--- config.mk ---
export PLATFORM = sky130hd
export DESIGN_NAME = rv_writeback_lsq
export DESIGN_NICKNAME = d
export VERILOG_FILES = /design/src/rtl/rv_writeback_lsq_pkg.sv /design/src/rtl/rv_wb_load_queue.sv /design/src/rtl/rv_writeback_lsq.sv
export SDC_FILE = /design/constraint.sdc
export NUM_CORES = 1
export LEC_CHECK = 0
export BUFFER_PORTS_ARGS = -buffer_cell sky130_fd_sc_hd__buf_2
export CAP_MARGIN = 20
export CORE_MARGIN = 10
export CORE_UTILIZATION = 48
export DETAILED_ROUTE_END_ITERATION = 8
export GPL_ROUTABILITY_DRIVEN = 0
export PLACE_DENSITY = 0.87
export SYNTH_ARGS = -nofsm -noshare
export SYNTH_HDL_FRONTEND = slang
export SYNTH_SLANG_ARGS = --single-unit
--- constraint.sdc ---
create_clock -name clk_i -period 8.1 [get_ports clk_i]
set_input_delay 0 -clock clk_i [delete_from_list [all_inputs] [get_ports clk_i]]
set_output_delay 0 -clock clk_i [all_outputs]
set_load 0.005 [all_outputs]
--- src/rtl/rv_writeback_lsq_pkg.sv ---
// Shared definitions for the writeback stage: load/store function codes and
// the load-queue entry layout.
package rv_writeback_lsq_pkg;

    // Load/store width codes (funct3 encoding)
    localparam logic [2:0] LDST_B  = 3'd0;
    localparam logic [2:0] LDST_H  = 3'd1;
    localparam logic [2:0] LDST_W  = 3'd2;
    localparam logic [2:0] LDST_BU = 3'd4;
    localparam logic [2:0] LDST_HU = 3'd5;

    // One queued load: destination, width code, byte offset (5+3+2 bits)
    localparam int unsigned LQ_ENTRY_W = 10;

    // Store counter width, sized for the largest supported SQ_DEPTH (15)
    localparam int unsigned SQ_CNT_W = 4;

    typedef struct packed {
        logic [4:0] rd;
        logic [2:0] fun;
        logic [1:0] ofs;
    } lq_entry_t;

endpackage

--- src/rtl/rv_wb_load_queue.sv ---
// In-order FIFO of outstanding loads with per-entry destination-register
// compare vectors (source hazard and write-after-write detection).
module rv_wb_load_queue
    import rv_writeback_lsq_pkg::*;
#(
    parameter int unsigned LQ_DEPTH = 2,
    parameter int unsigned CNT_W    = $clog2(LQ_DEPTH + 1)
) (
    input  logic                clk_i,
    input  logic                rst_n_i,
    input  logic                push_i,
    input  lq_entry_t           push_entry_i,
    input  logic                pop_i,
    output lq_entry_t           head_o,
    output logic [CNT_W-1:0]    count_o,
    output logic                full_o,
    output logic                empty_o,
    input  logic [4:0]          cmp_rs1_i,
    input  logic [4:0]          cmp_rs2_i,
    input  logic [4:0]          cmp_rd_i,
    output logic [LQ_DEPTH-1:0] hit_rs1_o,
    output logic [LQ_DEPTH-1:0] hit_rs2_o,
    output logic [LQ_DEPTH-1:0] hit_rd_o
);

    localparam int unsigned PTR_W = (LQ_DEPTH > 1) ? $clog2(LQ_DEPTH) : 1;

    logic [LQ_ENTRY_W-1:0] mem_q [LQ_DEPTH];
    logic [LQ_ENTRY_W-1:0] mem_d [LQ_DEPTH];
    logic [LQ_DEPTH-1:0]   valid_q, valid_d;
    logic [PTR_W-1:0]      wr_ptr_q, wr_ptr_d;
    logic [PTR_W-1:0]      rd_ptr_q, rd_ptr_d;
    logic [CNT_W-1:0]      count_q, count_d;
    logic                  do_push, do_pop;
    lq_entry_t             cur;

    function automatic logic [PTR_W-1:0] ptr_inc(input logic [PTR_W-1:0] p);
        return (p == PTR_W'(LQ_DEPTH - 1)) ? '0 : p + PTR_W'(1);
    endfunction

    assign full_o  = (count_q == CNT_W'(LQ_DEPTH));
    assign empty_o = (count_q == '0);
    assign count_o = count_q;
    assign head_o  = mem_q[rd_ptr_q];

    // Next-state for storage, pointers and occupancy
    always_comb begin
        mem_d    = mem_q;
        valid_d  = valid_q;
        wr_ptr_d = wr_ptr_q;
        rd_ptr_d = rd_ptr_q;
        do_push  = push_i && !full_o;
        do_pop   = pop_i && !empty_o;
        if (do_push) begin
            mem_d[wr_ptr_q]   = push_entry_i;
            valid_d[wr_ptr_q] = 1'b1;
            wr_ptr_d          = ptr_inc(wr_ptr_q);
        end
        if (do_pop) begin
            valid_d[rd_ptr_q] = 1'b0;
            rd_ptr_d          = ptr_inc(rd_ptr_q);
        end
        count_d = count_q + CNT_W'(do_push) - CNT_W'(do_pop);
    end

    // Per-entry register compares; an entry counts until it is popped
    always_comb begin
        hit_rs1_o = '0;
        hit_rs2_o = '0;
        hit_rd_o  = '0;
        cur       = '0;
        for (int i = 0; i < int'(LQ_DEPTH); i++) begin
            cur = mem_q[i];
            if (valid_q[i] && (cur.rd != 5'd0)) begin
                hit_rs1_o[i] = (cur.rd == cmp_rs1_i);
                hit_rs2_o[i] = (cur.rd == cmp_rs2_i);
                hit_rd_o[i]  = (cur.rd == cmp_rd_i);
            end
        end
    end

    // Queue state registers
    always_ff @(posedge clk_i or negedge rst_n_i) begin
        if (!rst_n_i) begin
            mem_q    <= '{default: '0};
            valid_q  <= '0;
            wr_ptr_q <= '0;
            rd_ptr_q <= '0;
            count_q  <= '0;
        end else begin
            mem_q    <= mem_d;
            valid_q  <= valid_d;
            wr_ptr_q <= wr_ptr_d;
            rd_ptr_q <= rd_ptr_d;
            count_q  <= count_d;
        end
    end

endmodule

--- src/rtl/rv_writeback_lsq.sv ---
// Writeback stage: outstanding-load queue, store counter, load alignment and
// register-file write arbitration (load completions win over ALU results).
// Optional feature macro: URV_WB_MISALIGN_TRAP_EN (drop misaligned loads and
// pulse w_misalign_o).
module rv_writeback_lsq
    import rv_writeback_lsq_pkg::*;
#(
    parameter int unsigned LQ_DEPTH = 2,
    parameter int unsigned SQ_DEPTH = 2,
    parameter int unsigned CNT_W    = $clog2(LQ_DEPTH + 1)
) (
    input  logic             clk_i,
    input  logic             rst_n_i,
    input  logic             w_stall_i,
    output logic             w_stall_req_o,
    input  logic             x_valid_i,
    input  logic [2:0]       x_fun_i,
    input  logic             x_load_i,
    input  logic             x_store_i,
    input  logic [31:0]      x_dm_addr_i,
    input  logic [4:0]       x_rd_i,
    input  logic [31:0]      x_rd_value_i,
    input  logic             x_rd_write_i,
    input  logic [4:0]       x_rs1_i,
    input  logic [4:0]       x_rs2_i,
    input  logic [31:0]      dm_data_l_i,
    input  logic             dm_load_done_i,
    input  logic             dm_store_done_i,
    output logic [31:0]      rf_rd_value_o,
    output logic [4:0]       rf_rd_o,
    output logic             rf_rd_write_o,
    output logic             w_hazard_o,
    output logic [CNT_W-1:0] lq_count_o,
    output logic             w_misalign_o
);

    lq_entry_t             head, push_entry;
    logic                  lq_full, lq_empty;
    logic [CNT_W-1:0]      lq_count;
    logic [LQ_DEPTH-1:0]   hit_rs1, hit_rs2, hit_rd;
    logic [SQ_CNT_W-1:0]   sq_cnt_q, sq_cnt_d;
    logic                  ldone, alu_req, stall_req, fire;
    logic                  push, misalign, sq_inc, sq_dec, rf_we;
    logic                  addr_unused;

    assign addr_unused = ^x_dm_addr_i[31:2];

    // Select and extend the addressed byte/half of returning load data
    function automatic logic [31:0] align_load(input logic [2:0]  fun,
                                               input logic [1:0]  ofs,
                                               input logic [31:0] data);
        logic [7:0]  b;
        logic [15:0] h;
        b = 8'(data >> {ofs, 3'b000});
        h = 16'(data >> {ofs[1], 4'b0000});
        case (fun)
            LDST_B:  return {{24{b[7]}}, b};
            LDST_BU: return {24'd0, b};
            LDST_H:  return {{16{h[15]}}, h};
            LDST_HU: return {16'd0, h};
            LDST_W:  return data;
            default: return data;
        endcase
    endfunction

`ifdef URV_WB_MISALIGN_TRAP_EN
    // Halfword at an odd address or word not on a 4-byte boundary
    function automatic logic is_misaligned(input logic [2:0] fun,
                                           input logic [1:0] ofs);
        return (((fun == LDST_H) || (fun == LDST_HU)) && ofs[0])
            || ((fun == LDST_W) && (ofs != 2'd0));
    endfunction
`endif

    rv_wb_load_queue #(
        .LQ_DEPTH (LQ_DEPTH),
        .CNT_W    (CNT_W)
    ) u_lq (
        .clk_i        (clk_i),
        .rst_n_i      (rst_n_i),
        .push_i       (push),
        .push_entry_i (push_entry),
        .pop_i        (ldone),
        .head_o       (head),
        .count_o      (lq_count),
        .full_o       (lq_full),
        .empty_o      (lq_empty),
        .cmp_rs1_i    (x_rs1_i),
        .cmp_rs2_i    (x_rs2_i),
        .cmp_rd_i     (x_rd_i),
        .hit_rs1_o    (hit_rs1),
        .hit_rs2_o    (hit_rs2),
        .hit_rd_o     (hit_rd)
    );

    // Stall sources, issue qualification and queue push
    always_comb begin
        ldone      = dm_load_done_i && !lq_empty;
        alu_req    = x_valid_i && x_rd_write_i && !x_load_i && !x_store_i;
        stall_req  = (x_valid_i && x_load_i && lq_full)
                  || (x_valid_i && x_store_i && (sq_cnt_q == SQ_CNT_W'(SQ_DEPTH)))
                  || (alu_req && ldone)
                  || (alu_req && (|hit_rd));
        fire       = x_valid_i && !w_stall_i && !stall_req;
`ifdef URV_WB_MISALIGN_TRAP_EN
        misalign   = fire && x_load_i && is_misaligned(x_fun_i, x_dm_addr_i[1:0]);
`else
        misalign   = 1'b0;
`endif
        push       = fire && x_load_i && !misalign;
        push_entry = '{rd: x_rd_i, fun: x_fun_i, ofs: x_dm_addr_i[1:0]};
    end

    // Store counter next state; simultaneous issue and completion cancel
    always_comb begin
        sq_cnt_d = sq_cnt_q;
        sq_inc   = fire && x_store_i;
        sq_dec   = dm_store_done_i && (sq_cnt_q != '0);
        if (sq_inc && !sq_dec) begin
            sq_cnt_d = sq_cnt_q + SQ_CNT_W'(1);
        end else if (sq_dec && !sq_inc) begin
            sq_cnt_d = sq_cnt_q - SQ_CNT_W'(1);
        end
    end

    // Register-file write port: load completion first, then ALU result
    always_comb begin
        rf_rd_o       = x_rd_i;
        rf_rd_value_o = x_rd_value_i;
        rf_we         = fire && alu_req && (x_rd_i != 5'd0);
        if (ldone) begin
            rf_rd_o       = head.rd;
            rf_rd_value_o = align_load(head.fun, head.ofs, dm_data_l_i);
            rf_we         = (head.rd != 5'd0);
        end
    end

    // Status outputs are forced low while reset is asserted
    assign rf_rd_write_o = rst_n_i && rf_we;
    assign w_stall_req_o = rst_n_i && stall_req;
    assign w_hazard_o    = rst_n_i && (|(hit_rs1 | hit_rs2));
    assign w_misalign_o  = rst_n_i && misalign;
    assign lq_count_o    = lq_count;

    // Outstanding store counter
    always_ff @(posedge clk_i or negedge rst_n_i) begin
        if (!rst_n_i) begin
            sq_cnt_q <= '0;
        end else begin
            sq_cnt_q <= sq_cnt_d;
        end
    end

endmodule

==> results.sh <==
export IMPL_outcome="completed"
export IMPL_core_area_mm2=0.005608
export IMPL_fin_crit_ns=3.778
export IMPL_ff2ff_path_depth=13
export IMPL_synth_distinct_cells=47
export IMPL_numCtsBuffers=5
export IMPL_via_count=2991
export IMPL_worst_ep_arrival_time_ns=3.78
export IMPL_antenna_found_initial=0
export IMPL_switching_power_w=0.0005861
export IMPL_clk_latency_ns=0.28
export IMPL_rows=27
export IMPL_clock_fmax_mhz=264.7
export IMPL_reg2reg_setup_slack_ns=4.77
export IMPL_avgSynthCellArea_um2=8.381
export IMPL_finalMaxSlewViolations=0
export IMPL_drcViolationCount=0
export IMPL_cpLargestDelayFamily="multiplexers"
export IMPL_syn_area_mm2=0.002808
export IMPL_fin_nets=589
export IMPL_path_cells="mux2i_2, mux2i_1, o22ai_2, a21oi_4, a21boi_4, a21oi_1, buf_2"
export IMPL_rsz0062_at_grt="no"
export IMPL_critPathBufInv=1
export IMPL_skew_ns=0.005944
export IMPL_power_frac_clock_pct=9.9
export IMPL_power_density_mw_per_mm2=349.7
export IMPL_ys_ff_latch=30
export IMPL_slowest_stage="dfrtp_1"
export IMPL_drive_gt1_share_pct=38.39
export IMPL_worst_setup_path_type="reg2out"
export IMPL_tightest_slew_ns=0.9539
export IMPL_avgRoutedWirePerCell_um=17.70
export IMPL_p_int_w=0.0006833
export IMPL_critPathMaxStageDelay_ns=0.95
export IMPL_syn_to_final_growth_pct=29.28
export IMPL_ios=166
export IMPL_r2r_end="sq_cnt_q[3]"
export IMPL_hold_viol=0
export IMPL_fin_setup_tns_ns=0
export IMPL_synth_cells=335
export IMPL_cts_sinks=30
export IMPL_finalWirelength_um=9433
export IMPL_start_util_pct=50.07
export IMPL_critPathCaptureType="primary output"
export IMPL_reg2reg_from="u_lq.cur[6]"
export IMPL_cts_reportedPaths_clkPinSlew_ns=0.07
export IMPL_post_route_period_util_pct=46.64
export IMPL_grt_max_degree=34
export IMPL_mostFrequentLayoutCells="134 x buf_2, 34 x nor2_1, 33 x nand2_1, 31 x a21oi_1, 30 x dfrtp_1"
export IMPL_die_area_mm2=0.009308
export IMPL_cts_tree="done"
export IMPL_synth_seq_area_share_pct=26.74
export IMPL_yosys_warnings=0
export IMPL_cp_depth=7
export IMPL_postCtsSetupRepairBufs=0
export IMPL_firstDrtPassIters=4
export IMPL_port_buffers=134
export IMPL_syn_nets=464
export IMPL_h_tree_depth=2
export IMPL_setup_viol=0
export IMPL_antenna_left=0
export IMPL_swShare_pct=46.17
export IMPL_critPathLaunch="u_lq.rd_ptr_q"
export IMPL_worstPathRequired_ns=8.10
export IMPL_async_reset_ff_share_pct=100.0
export IMPL_combPwrFrac_pct=61.9
export IMPL_cts_root_buffer="clkbuf_8"
export IMPL_cp_start_kind="flop"
export IMPL_total_power_w=0.001269
export IMPL_grt_pass1_vias=3001
export IMPL_track_usage_pct=19.10
export IMPL_synth_edff_count=0
export IMPL_crit_end="rf_rd_value_o[23]"
export IMPL_crit_fanout=23
export IMPL_hold_path_class="in2reg"
export IMPL_pwr_share_seq_pct=28.3
export IMPL_clock_path_buffers=2
export IMPL_n_antenna_cell=0
export IMPL_viasPerCell=5.612
export IMPL_die_x_um=96.48
export IMPL_slew_headroom_pct=35.15
export IMPL_grt_pass1_wl_um=14460
export IMPL_gr_total_overflow=0
export IMPL_final_common_cell="buf_2"
export IMPL_ir_drop_mv=0.1551
export IMPL_drt_iter0_drc=150
export IMPL_p_leak_nw=1.708
export IMPL_ys_flop_type="dfrtp_1"
export IMPL_dp_hpwl_um=7678
export IMPL_die_height_um=96.48
export IMPL_maxCapViolCount=0
how the worst min path moves through the flow:
stage / from / cells after the start / endpoint / slack [ns]
after floorplan: rst_n_i / 0 / sq_cnt_q[0] / -0.30
after global placement: rst_n_i / 1 / u_lq.mem_q[16] / 0.09
after detailed placement: rst_n_i / 1 / u_lq.mem_q[16] / 0.09
after CTS: x_rd_i[3] / 2 / u_lq.cur[8] / 0.04
after global routing: x_rd_i[4] / 2 / u_lq.cur[9] / 0.06
final: x_rd_i[3] / 2 / u_lq.mem_q[18] / 0.05
what timing repair did:
| item | CTS | global route |
|---|---|---|
| resized for setup | 0 | 0 |
| hold buffers | 6 | 0 |
| endpoints found under the hold margin | 40 | 0 |
cell families after synthesis:
logic type / after synthesis / share of synthesized area [%]
muxes: 40 / 17.91
and+or+nand+nor: 103 / 16.84
buffers and inverters: 32 / 5.080
xor gates and xnor gates: 37 / 11.54
other: 1 / 0.1336
AOI/OAI and AO/OA: 86 / 18.81
adders and majority gates: 6 / 2.941
DFF: 30 / 26.74
power by group through the flow:
stage / clock network, W / logic, W / registers, W
after CTS: 0.000130 / 0.000790 / 0.000358
final: 0.000125 / 0.000785 / 0.000359
after detailed placement: 0 / 0.000784 / 0.000360
after global placement: 0 / 0.000760 / 0.000350
after global routing: 0.000135 / 0.000874 / 0.000373
after floorplan: 0 / 0.000626 / 0.000272
worst register-to-register path: cells and delay by family (launching register included):
kind | cells | cell delay, ns
xor+xnor | 2 | 0.27
flops | 1 | 0.46
fa+ha+maj | 2 | 0.51
compound gates | 4 | 0.88
simple gates | 4 | 1.01
buf+inv | 1 | 0.09
sequential cells by signal (all words and copies together) (netlist names):
signal,cells
u_lq.valid_q,2
u_lq.count_o,2
u_lq.wr_ptr_q,1
u_lq.mem_q,10
sq_cnt_q,4
u_lq.rd_ptr_q,1
u_lq.cur,10
stage by stage:
step / setup WS (ns) / utilization (%) / hold slack (ns) / instance area (um2) / instances
floorplan: 5.013 / - / -0.2956 / 2808 / 335
global placement: 4.715 / 62.03 / 0.08682 / 3478 / 519
detailed placement: 4.633 / 62.03 / 0.09167 / 3478 / 519
CTS: 4.323 / 64.73 / 0.04339 / 3630 / 533
global route: 4.030 / 64.73 / 0.05514 / 3630 / 533
finish: 4.322 / 64.73 / 0.05026 / 3630 / 533
Yosys cell counts (all sizes together) (2+ instances only):
master  number  area [um2]
a31oi        3       18.77
mux4         6       135.1
nor2        34       127.6
inv          7       26.28
or4          3       22.52
mux2i       12       120.1
dfrtp       30       750.7
o21ai       29       145.1
buf          7       48.79
a21oi       32       171.4
ha           5       62.56
and2         2       12.51
nand2       33       123.9
clkbuf      17       63.81
a22oi        7       52.55
nor3b        4       30.03
nor3         7       35.03
nand3        4       20.02
xnor2       22       192.7
o41ai        2       17.52
mux2        22       247.7
xor2        15       131.4
nand2b       9       56.30
o22ai        3       25.02
nor4         4       25.02
layout make-up:
class / count / area [um2]
multi-input cells: 273 / 1922
repair buffers: 142 / 745.7
clock inverters: 1 / 5.005
clock buffers: 7 / 86.33
inverters: 8 / 30.03
fillers: 476 / 1978
flip-flops and latches: 30 / 750.7
well taps: 72 / 90.09
metal layers:
metal	part of all wire, %	vias to the layer above	GRT usage, %
met5	0	-	0
met4	1.3	0	5.569
met3	9.8	14	4.549
met2	50	151	34.63
met1	39	1390	21.67
li1	-	1436	-
(Power assumes the default switching activity.)
